===== config.mk =====
export PLATFORM = sky130hd
export DESIGN_NAME = digit_entry_ctrl_flat
export DESIGN_NICKNAME = d
export VERILOG_FILES = /design/src/rtl/digit_entry_pkg.sv /design/src/rtl/digit_entry_ctrl_if.sv /design/src/rtl/bcd2bin_2digit.sv /design/src/rtl/digit_entry_ctrl.sv /design/src/flat_wrapper.sv
export SDC_FILE = /design/constraint.sdc
export NUM_CORES = 1
export LEC_CHECK = 0
export ABC_AREA = 0
export CORE_UTILIZATION = 30
export DETAILED_ROUTE_END_ITERATION = 7
export GPL_TIMING_DRIVEN = 0
export SLEW_MARGIN = 25
export SYNTH_ARGS = -nofsm -noshare
export SYNTH_HDL_FRONTEND = slang
export SYNTH_HIERARCHICAL = 1
export SYNTH_SLANG_ARGS = --single-unit

===== constraint.sdc =====
create_clock -name i_clk -period 3 [get_ports i_clk]
set_input_delay 0.45 -clock i_clk [delete_from_list [all_inputs] [get_ports i_clk]]
set_output_delay 0.45 -clock i_clk [all_outputs]
set_load 0.005 [all_outputs]

===== src/rtl/digit_entry_pkg.sv =====
// Shared key codes and FSM state encodings for the two-digit minute-entry controller.
package digit_entry_pkg;

  localparam logic [3:0] KEY_CLEAR = 4'hA;
  localparam logic [3:0] KEY_ENTER = 4'hB;

  typedef enum logic [2:0] {
    ST_IDLE = 3'd0,
    ST_ONE  = 3'd1,
    ST_TWO  = 3'd2,
    ST_CLR1 = 3'd3,
    ST_CLR2 = 3'd4
  } state_t;

  function automatic logic is_digit(input logic [3:0] code);
    return (code <= 4'd9);
  endfunction

endpackage


===== src/rtl/digit_entry_ctrl_if.sv =====
// Keypad strobe, shift-register feedback/control and result signals of the entry controller.
interface digit_entry_ctrl_if;

  logic       key_valid;
  logic [3:0] key_code;
  logic [3:0] ten_in;
  logic [3:0] one_in;
  logic [3:0] sr_din;
  logic       sr_ce;
  logic [6:0] value;
  logic       value_valid;
  logic       err;
  logic       busy;
  logic [1:0] digit_cnt;

  modport master (
    output key_valid, key_code, ten_in, one_in,
    input  sr_din, sr_ce, value, value_valid, err, busy, digit_cnt
  );

  modport slave (
    input  key_valid, key_code, ten_in, one_in,
    output sr_din, sr_ce, value, value_valid, err, busy, digit_cnt
  );

endinterface


===== src/rtl/bcd2bin_2digit.sv =====
// Combinational tens*10+ones conversion, wrapping in 7 bits for out-of-range digit inputs.
module bcd2bin_2digit (
  input  logic [3:0] i_ten,
  input  logic [3:0] i_one,
  output logic [6:0] o_bin
);

  logic [6:0] w_ten_x10;

  assign w_ten_x10 = {3'b000, i_ten} * 7'd10;
  assign o_bin     = w_ten_x10 + {3'b000, i_one};

endmodule


===== src/rtl/digit_entry_ctrl.sv =====
// Keypad FSM that fills an external two-digit BCD shift register, validates ENTER
// against MAX_MIN and clears the register with two zero shifts afterwards.
module digit_entry_ctrl
  import digit_entry_pkg::*;
#(
  parameter int MAX_MIN = 90
) (
  input logic          i_clk,
  input logic          i_rst_n,
  digit_entry_ctrl_if.slave io_if
);

  localparam logic [6:0] LP_MAX = 7'(MAX_MIN);

  state_t     r_state;
  state_t     w_next;
  logic [6:0] r_value;
  logic       r_value_valid;
  logic       r_err;

  logic [6:0] w_bin;
  logic       w_sr_ce;
  logic [3:0] w_sr_din;
  logic       w_err_d;
  logic       w_valid_d;
  logic       w_load;
  logic       w_busy;
  logic [1:0] w_digit_cnt;

  bcd2bin_2digit u_bcd2bin (
    .i_ten (io_if.ten_in),
    .i_one (io_if.one_in),
    .o_bin (w_bin)
  );

  always_ff @(posedge i_clk or negedge i_rst_n) begin
    if (!i_rst_n) begin
      r_state <= ST_IDLE;
    end else begin
      r_state <= w_next;
    end
  end

  // Shift controls are combinational so a digit lands in the register on the strobe edge;
  // reset gates them off so the shared register sees no shift while RST is low.
  always_comb begin
    w_next    = r_state;
    w_sr_ce   = 1'b0;
    w_sr_din  = 4'd0;
    w_err_d   = 1'b0;
    w_valid_d = 1'b0;
    w_load    = 1'b0;
    if (i_rst_n) begin
      case (r_state)
        ST_IDLE, ST_ONE, ST_TWO: begin
          if (io_if.key_valid) begin
            if (is_digit(io_if.key_code)) begin
              if (r_state == ST_TWO) begin
                w_err_d = 1'b1;
              end else begin
                w_sr_ce  = 1'b1;
                w_sr_din = io_if.key_code;
                w_next   = (r_state == ST_IDLE) ? ST_ONE : ST_TWO;
              end
            end else if (io_if.key_code == KEY_CLEAR) begin
              w_next = ST_CLR1;
            end else if (io_if.key_code == KEY_ENTER) begin
              if (r_state != ST_IDLE && w_bin != 7'd0 && w_bin <= LP_MAX) begin
                w_valid_d = 1'b1;
                w_load    = 1'b1;
                w_next    = ST_CLR1;
              end else begin
                w_err_d = 1'b1;
              end
            end else begin
              w_err_d = 1'b1;
            end
          end
        end
        ST_CLR1: begin
          w_sr_ce = 1'b1;
          w_next  = ST_CLR2;
        end
        ST_CLR2: begin
          w_sr_ce = 1'b1;
          w_next  = ST_IDLE;
        end
        default: w_next = ST_IDLE;
      endcase
    end
  end

  always_ff @(posedge i_clk or negedge i_rst_n) begin
    if (!i_rst_n) begin
      r_value       <= 7'd0;
      r_value_valid <= 1'b0;
      r_err         <= 1'b0;
    end else begin
      r_value_valid <= w_valid_d;
      r_err         <= w_err_d;
      if (w_load) begin
        r_value <= w_bin;
      end
    end
  end

  always_comb begin
    w_busy      = 1'b0;
    w_digit_cnt = 2'd0;
    case (r_state)
      ST_ONE:           w_digit_cnt = 2'd1;
      ST_TWO:           w_digit_cnt = 2'd2;
      ST_CLR1, ST_CLR2: w_busy      = 1'b1;
      default:          w_digit_cnt = 2'd0;
    endcase
  end

  assign io_if.sr_ce       = w_sr_ce;
  assign io_if.sr_din      = w_sr_din;
  assign io_if.value       = r_value;
  assign io_if.value_valid = r_value_valid;
  assign io_if.err         = r_err;
  assign io_if.busy        = w_busy;
  assign io_if.digit_cnt   = w_digit_cnt;

endmodule


===== src/flat_wrapper.sv =====
// flat-port wrapper written by rule: the top's interface ports become plain ports
module digit_entry_ctrl_flat import digit_entry_pkg::*;
#(
  parameter int MAX_MIN = 90
)
  (i_clk, i_rst_n, io_if_key_valid, io_if_key_code, io_if_ten_in, io_if_one_in, io_if_sr_din, io_if_sr_ce, io_if_value, io_if_value_valid, io_if_err, io_if_busy, io_if_digit_cnt);
  digit_entry_ctrl_if io_if_i ();
  input logic i_clk;
  input logic i_rst_n;
  input wire logic [$bits(io_if_i.key_valid)-1:0] io_if_key_valid;
  input wire logic [$bits(io_if_i.key_code)-1:0] io_if_key_code;
  input wire logic [$bits(io_if_i.ten_in)-1:0] io_if_ten_in;
  input wire logic [$bits(io_if_i.one_in)-1:0] io_if_one_in;
  output wire logic [$bits(io_if_i.sr_din)-1:0] io_if_sr_din;
  output wire logic [$bits(io_if_i.sr_ce)-1:0] io_if_sr_ce;
  output wire logic [$bits(io_if_i.value)-1:0] io_if_value;
  output wire logic [$bits(io_if_i.value_valid)-1:0] io_if_value_valid;
  output wire logic [$bits(io_if_i.err)-1:0] io_if_err;
  output wire logic [$bits(io_if_i.busy)-1:0] io_if_busy;
  output wire logic [$bits(io_if_i.digit_cnt)-1:0] io_if_digit_cnt;
  assign io_if_i.key_valid = io_if_key_valid;
  assign io_if_i.key_code = io_if_key_code;
  assign io_if_i.ten_in = io_if_ten_in;
  assign io_if_i.one_in = io_if_one_in;
  assign io_if_sr_din = io_if_i.sr_din;
  assign io_if_sr_ce = io_if_i.sr_ce;
  assign io_if_value = io_if_i.value;
  assign io_if_value_valid = io_if_i.value_valid;
  assign io_if_err = io_if_i.err;
  assign io_if_busy = io_if_i.busy;
  assign io_if_digit_cnt = io_if_i.digit_cnt;
  digit_entry_ctrl #(.MAX_MIN(MAX_MIN)) u_core (.i_clk(i_clk), .i_rst_n(i_rst_n), .io_if(io_if_i));
endmodule

# After elaboration in Yosys (flattened, before gate mapping)
# Index checks and enable logic that the tools add are counted.
# op_classes
addsub	1
mul	1
magnitude_cmp	2
n_eq_ne	10
n_mux	35
n_reduce_logical	8
# op_table
operator	count
$mux 1	20
$mux 4	5
$mux 3	6
$eq 4x4->1 const B	2
$ne 4x1->1 const B	2
$add 7x4->7	1
$le 7x7->1 const B	1
$reduce_bool 7->1	1
$eq 3x2->1 const B	2
$mul 4x3->6 const B	1
$pmux 3 s2	1
$reduce_and 5->1	1
$le 4x4->1 const B	1
$pmux 2 s2	1
$eq 3x1->1 const B	1
$eq 3x3->1 const B	1
$logic_not 3->1	1
$ne 3x3->1 const B	1
$reduce_bool 3->1	1
$reduce_or 3->1	1
$logic_and 1x1->1	2
$mux 2	1
$ne 2x2->1 const B	1
$pmux 1 s2	1
$reduce_or 2->1	1
# word_totals
ff_bits	12
in_bits	15
output_inout_bits	17
word_cells	61

# Logic depth before layout (Yosys ltp)
# logic_depth
word_depth	12
depth_mapped	11
ltp_nobuf	11

# By module
# The synthesis kept the hierarchy.
# modules_own_cells
mod	instances	cells_each	area_each_um2
digit_entry_ctrl	1	72	742.0
bcd2bin_2digit	1	22	220.2

# Worst setup path after synthesis
# OpenSTA, ideal clock, no wires.
# synth_path
kind	input -> register
from	input io_if_ten_in[1]
to	register u_core.r_value[2], in the netlist u_core/io_if.value[2]
setup_time_ps	125
arrival_time_ps	2679
setup_slack_ps	196
cell_stages	11
path_buffers	0
path_cell_list	ha_1 > ha_1 > fa_1 > nand2_1 > a21oi_2 > xnor2_1 > nor4_1 > nand2_1 > and4_4 > nand4_4 > mux2_4
# synth_between
elab_chain_cells	12
word_cells_on_any_way	13
cone_classes	add/sub (1); mul (1); order compare (1); mux (7); reduce/logical (3)
# synth_lines
element	line_no	rtl
start, declared	flat_wrapper.sv:12	input wire logic [$bits(io_if_i.ten_in)-1:0] io_if_ten_in;
$mul 4x3->6 *	bcd2bin_2digit.sv:10	assign w_ten_x10 = {3'b000, i_ten} * 7'd10;
$add 7x4->7 *	bcd2bin_2digit.sv:11	assign o_bin = w_ten_x10 + {3'b000, i_one};
named net u_core.w_bin[6]	digit_entry_ctrl.sv:21	logic [6:0] w_bin;
parallel branches: the longest is 2 deep, another holds $le 7x7->1	--	
$logic_and 1x1->1 *	digit_entry_ctrl.sv:68	if (r_state != ST_IDLE && w_bin != 7'd0 && w_bin <= LP_MAX) begin
$mux 1 *	digit_entry_ctrl.sv:68	
$mux 1 *	digit_entry_ctrl.sv:67	end else if (io_if.key_code == KEY_ENTER) begin
$mux 1 *	digit_entry_ctrl.sv:65	end else if (io_if.key_code == KEY_CLEAR) begin
$mux 1 *	digit_entry_ctrl.sv:57	if (is_digit(io_if.key_code)) begin
$mux 1 *	digit_entry_ctrl.sv:56	if (io_if.key_valid) begin
$mux 1 *	digit_entry_ctrl.sv:54	case (r_state)
$mux 1 *	digit_entry_ctrl.sv:53	if (i_rst_n) begin
end signal, assigned	digit_entry_ctrl.sv:102	r_value <= w_bin;
end, declared	digit_entry_ctrl.sv:17	logic [6:0] r_value;
# Mark *: on every way through the listed nets, which the timed path passes.
# A chain may end at the register's enable or synchronous reset.

# Worst setup path after layout
# layout_path
from	input io_if_ten_in[3]
to	register u_core.r_value[1], in the netlist u_core/io_if.value[1]
# Same word-level chain as after synthesis.

==> qor.yml <==
critical_path:
  crit_required_ns: 3.16
  rrSetupSlack_ns: 1.34
  reg2reg_to: "u_core/io_if.value[1]"
  worstRegToRegCells: 4
  worstSetupPathType: "primary input to flop"
  cp_max_fo: 8
  end_kind: "flop"
  setup.worst_path.start_class: "primary input"
  critPathArrivalTime_ns: 3.01
  r2r-start: "u_core/r_state[1]"
cts:
  cts_inserted_buffers: 3
  clock-sinks: 12
  cts_max_level: 1
  clockBufferDepth: 2
  tritoncts: "built"
  clk_pin_slew_ns: 0.08
  clock_latency_ns: 0.27
  root_buffer: "clkbuf_4"
yosys:
  yosysTopAreaCellShare_pct: 31.21
  netlist_instances: 94
  syn_area_per_cell_um2: 10.24
  synth_cell_type_count: 36
  synthesis.area_um2: 962.2
  synth_top_cell_by_area: "dfrtp_1"
  synth_seq_cells: 12
  synth_ff_type: "dfrtp_1"
  synth_edf_count: 0
  ys_seq_area_share_pct: 31.21
  synthTopCellsByArea: "dfrtp_1, mux2_4, ha_1"
  synth_warnings: 6
  syn_nets: 118
  synthArstFlopShare_pct: 100.0
cells_and_area:
  syn_to_final_growth_pct: 43.30
  fill_cells: 315
  n_antenna_cell: 0
  final_cell_mix: "clkdlybuf4s50_1, nand2_1, dfrtp_1, mux2_4, ha_1"
  final_common_cell: "clkdlybuf4s50_1"
  final_area_mm2: 0.001379
  nets: 156
  final_layout_size_suffix_gt1_share_pct: 19.85
timing:
  setup_tns_ns: 0
  timing.fmax_ghz: 0.3508
  setup-violations-final: 0
  setup_slack_ns: 0.1494
  hold_violations: 0
  slew_viol_final: 0
  holdWs_ns: 0.1936
  layout_min_cycle_time_ns: 2.851
  fin_crit_sh_pct: 95.02
  relSlewSlack_pct: 68.19
  skew_ns: 0.0005008
  tightest_slew_ns: 0.4705
  grt_setup_unrepaired: "no"
grt:
  grt_pass1_vias: 834
  grt_pass1_wl_um: 3622
  grt_usage_pct: 13.52
  gr-total-overflow: 0
  grt_max_degree: 18
  grt_antenna_before_repair: 0
pwr:
  p_clk_share_pct: 14.9
  irDropWorstVdd_mv: 0.1690
  switchingPower_uw: 296.5
  powerDensity_mw_per_mm2: 628.4
  p_int_uw: 570.0
  total_power_uw: 866.5
  power.share.switching_pct: 34.22
  leakage_uw: 0.0006346
  seqPwrFrac_pct: 29.8
  combPwrFrac_pct: 55.3
die:
  design.core.area_mm2: 0.003053
  ioPinCount: 32
  die-width_um: 58.63
  dieArea_mm2: 0.003437
  die_h_um: 58.63
  start_util_pct: 31.52
  rows: 20
flow_run:
  drv_cap: 0
route:
  routedWlPerCell_um: 12.13
  viasPerCell: 4.931
  antenna_left: 0
  drc_errors: 0
  finalWirelength_um: 2122
  drt_iter0_markers: 25
  vias: 863
  drtPass1Iterations: 4
outcome:
  status: "complete, no violations"
placement:
  io_buffers: 30
  place_ws_ns: -0.5068
  hpwl_um: 1639
  dpl_cell_area_mm2: 0.001318
  gp_congestion: 0.8278
hold_path:
  hold_path_class: "primary input to async pin"
## Yosys cell counts, types with 3 or more instances
library cell,instances
nand3_1,5
inv_1,3
and2_1,5
nand2_1,14
nor3_1,3
mux2_4,7
a21oi_1,3
ha_1,7
dfrtp_1,12
xnor2_1,3
## logic make-up (layout without fill, tap and decap cells)
group | Yosys count | in the layout | synth area share (%)
AOI/OAI and AO/OA | 15 | 15 | 11.96
xor gates and xnor gates | 5 | 5 | 4.552
adders and majority gates | 9 | 9 | 13.26
buffers and inverters | 6 | 43 | 3.511
DFF | 12 | 12 | 31.21
muxes | 9 | 9 | 13.00
and+or+nand+nor | 38 | 38 | 22.50
## through the flow
stage	instances	util [%]
6_report	175	45.16
5_1_grt	175	45.16
4_1_cts	175	45.29
3_5_place_dp	168	43.16
3_3_place_gp	168	43.16
2_1_floorplan	94	-
## layout make-up
type	instances	area (µm²)	share of cell area, %
buffer	3	22.52	1.633
sequential	12	300.3	21.78
clock buffer	4	36.28	2.632
timing repair buffer	33	315.3	22.87
inverter	3	11.26	0.8167
multi-input combinational	76	638.1	46.28
tap	44	55.05	3.993
## critical path: stages
cell and delay, ns:
dlygate4sd2_1 0.25, ha_1 0.28, ha_2 0.19, fa_1 0.52
nand2_1 0.07, a21oi_2 0.14, xnor2_2 0.10, buf_4 0.15
nand2_1 0.08, and4_4 0.22, nand4_4 0.20, mux2_4 0.35
## sequential cells by signal (all words and copies together), names as in the netlist
register and cells:
u_core/io_if.err 1, u_core/io_if.value 7, u_core/io_if.value_valid 1, u_core/r_state 3
## how the worst max path moves through the flow
stage / startpoint / end / slack [ns] / depth (start not counted)
detailed placement: io_if_ten_in[1] / u_core/io_if.value[3] / -0.51 / 12
finish: io_if_ten_in[3] / u_core/io_if.value[1] / 0.15 / 12
CTS: io_if_ten_in[1] / u_core/io_if.value[1] / 0.03 / 12
floorplan: io_if_ten_in[1] / u_core/io_if.value[2] / 0.20 / 11
global placement: io_if_ten_in[1] / u_core/io_if.value[5] / -0.48 / 12
global route: io_if_ten_in[3] / u_core/io_if.value[1] / 0.05 / 12
## per-layer routing
layer  part of all wire (%)  global-route usage, %  routed length (µm)  up-vias
li1                       -                      -                   -      417
met1                     47                  18.03                 997      418
met5                      0                      0                   0        -
met4                   0.90                  6.122                  19        0
met2                     48                  22.17                1014       26
met3                    4.2                  1.319                  90        2
## power groups by stage
stage                     logic [µW]  registers [µW]  clock network, µW
final                            480             258                129
after detailed placement         468             260                  0
after global routing             525             267                143
after CTS                        480             258                132
after floorplan                  264             257                  0
after global placement           459             259                  0
## what timing repair did
action | CTS | global route
buffers inserted | 3 | 0
hold buffers | 0 | 0
gates resized for setup | 9 | 2
setup endpoints to repair | 11 | 7
pin swaps | 3 | 3
Note: power is estimated with default switching activity, not from simulation.
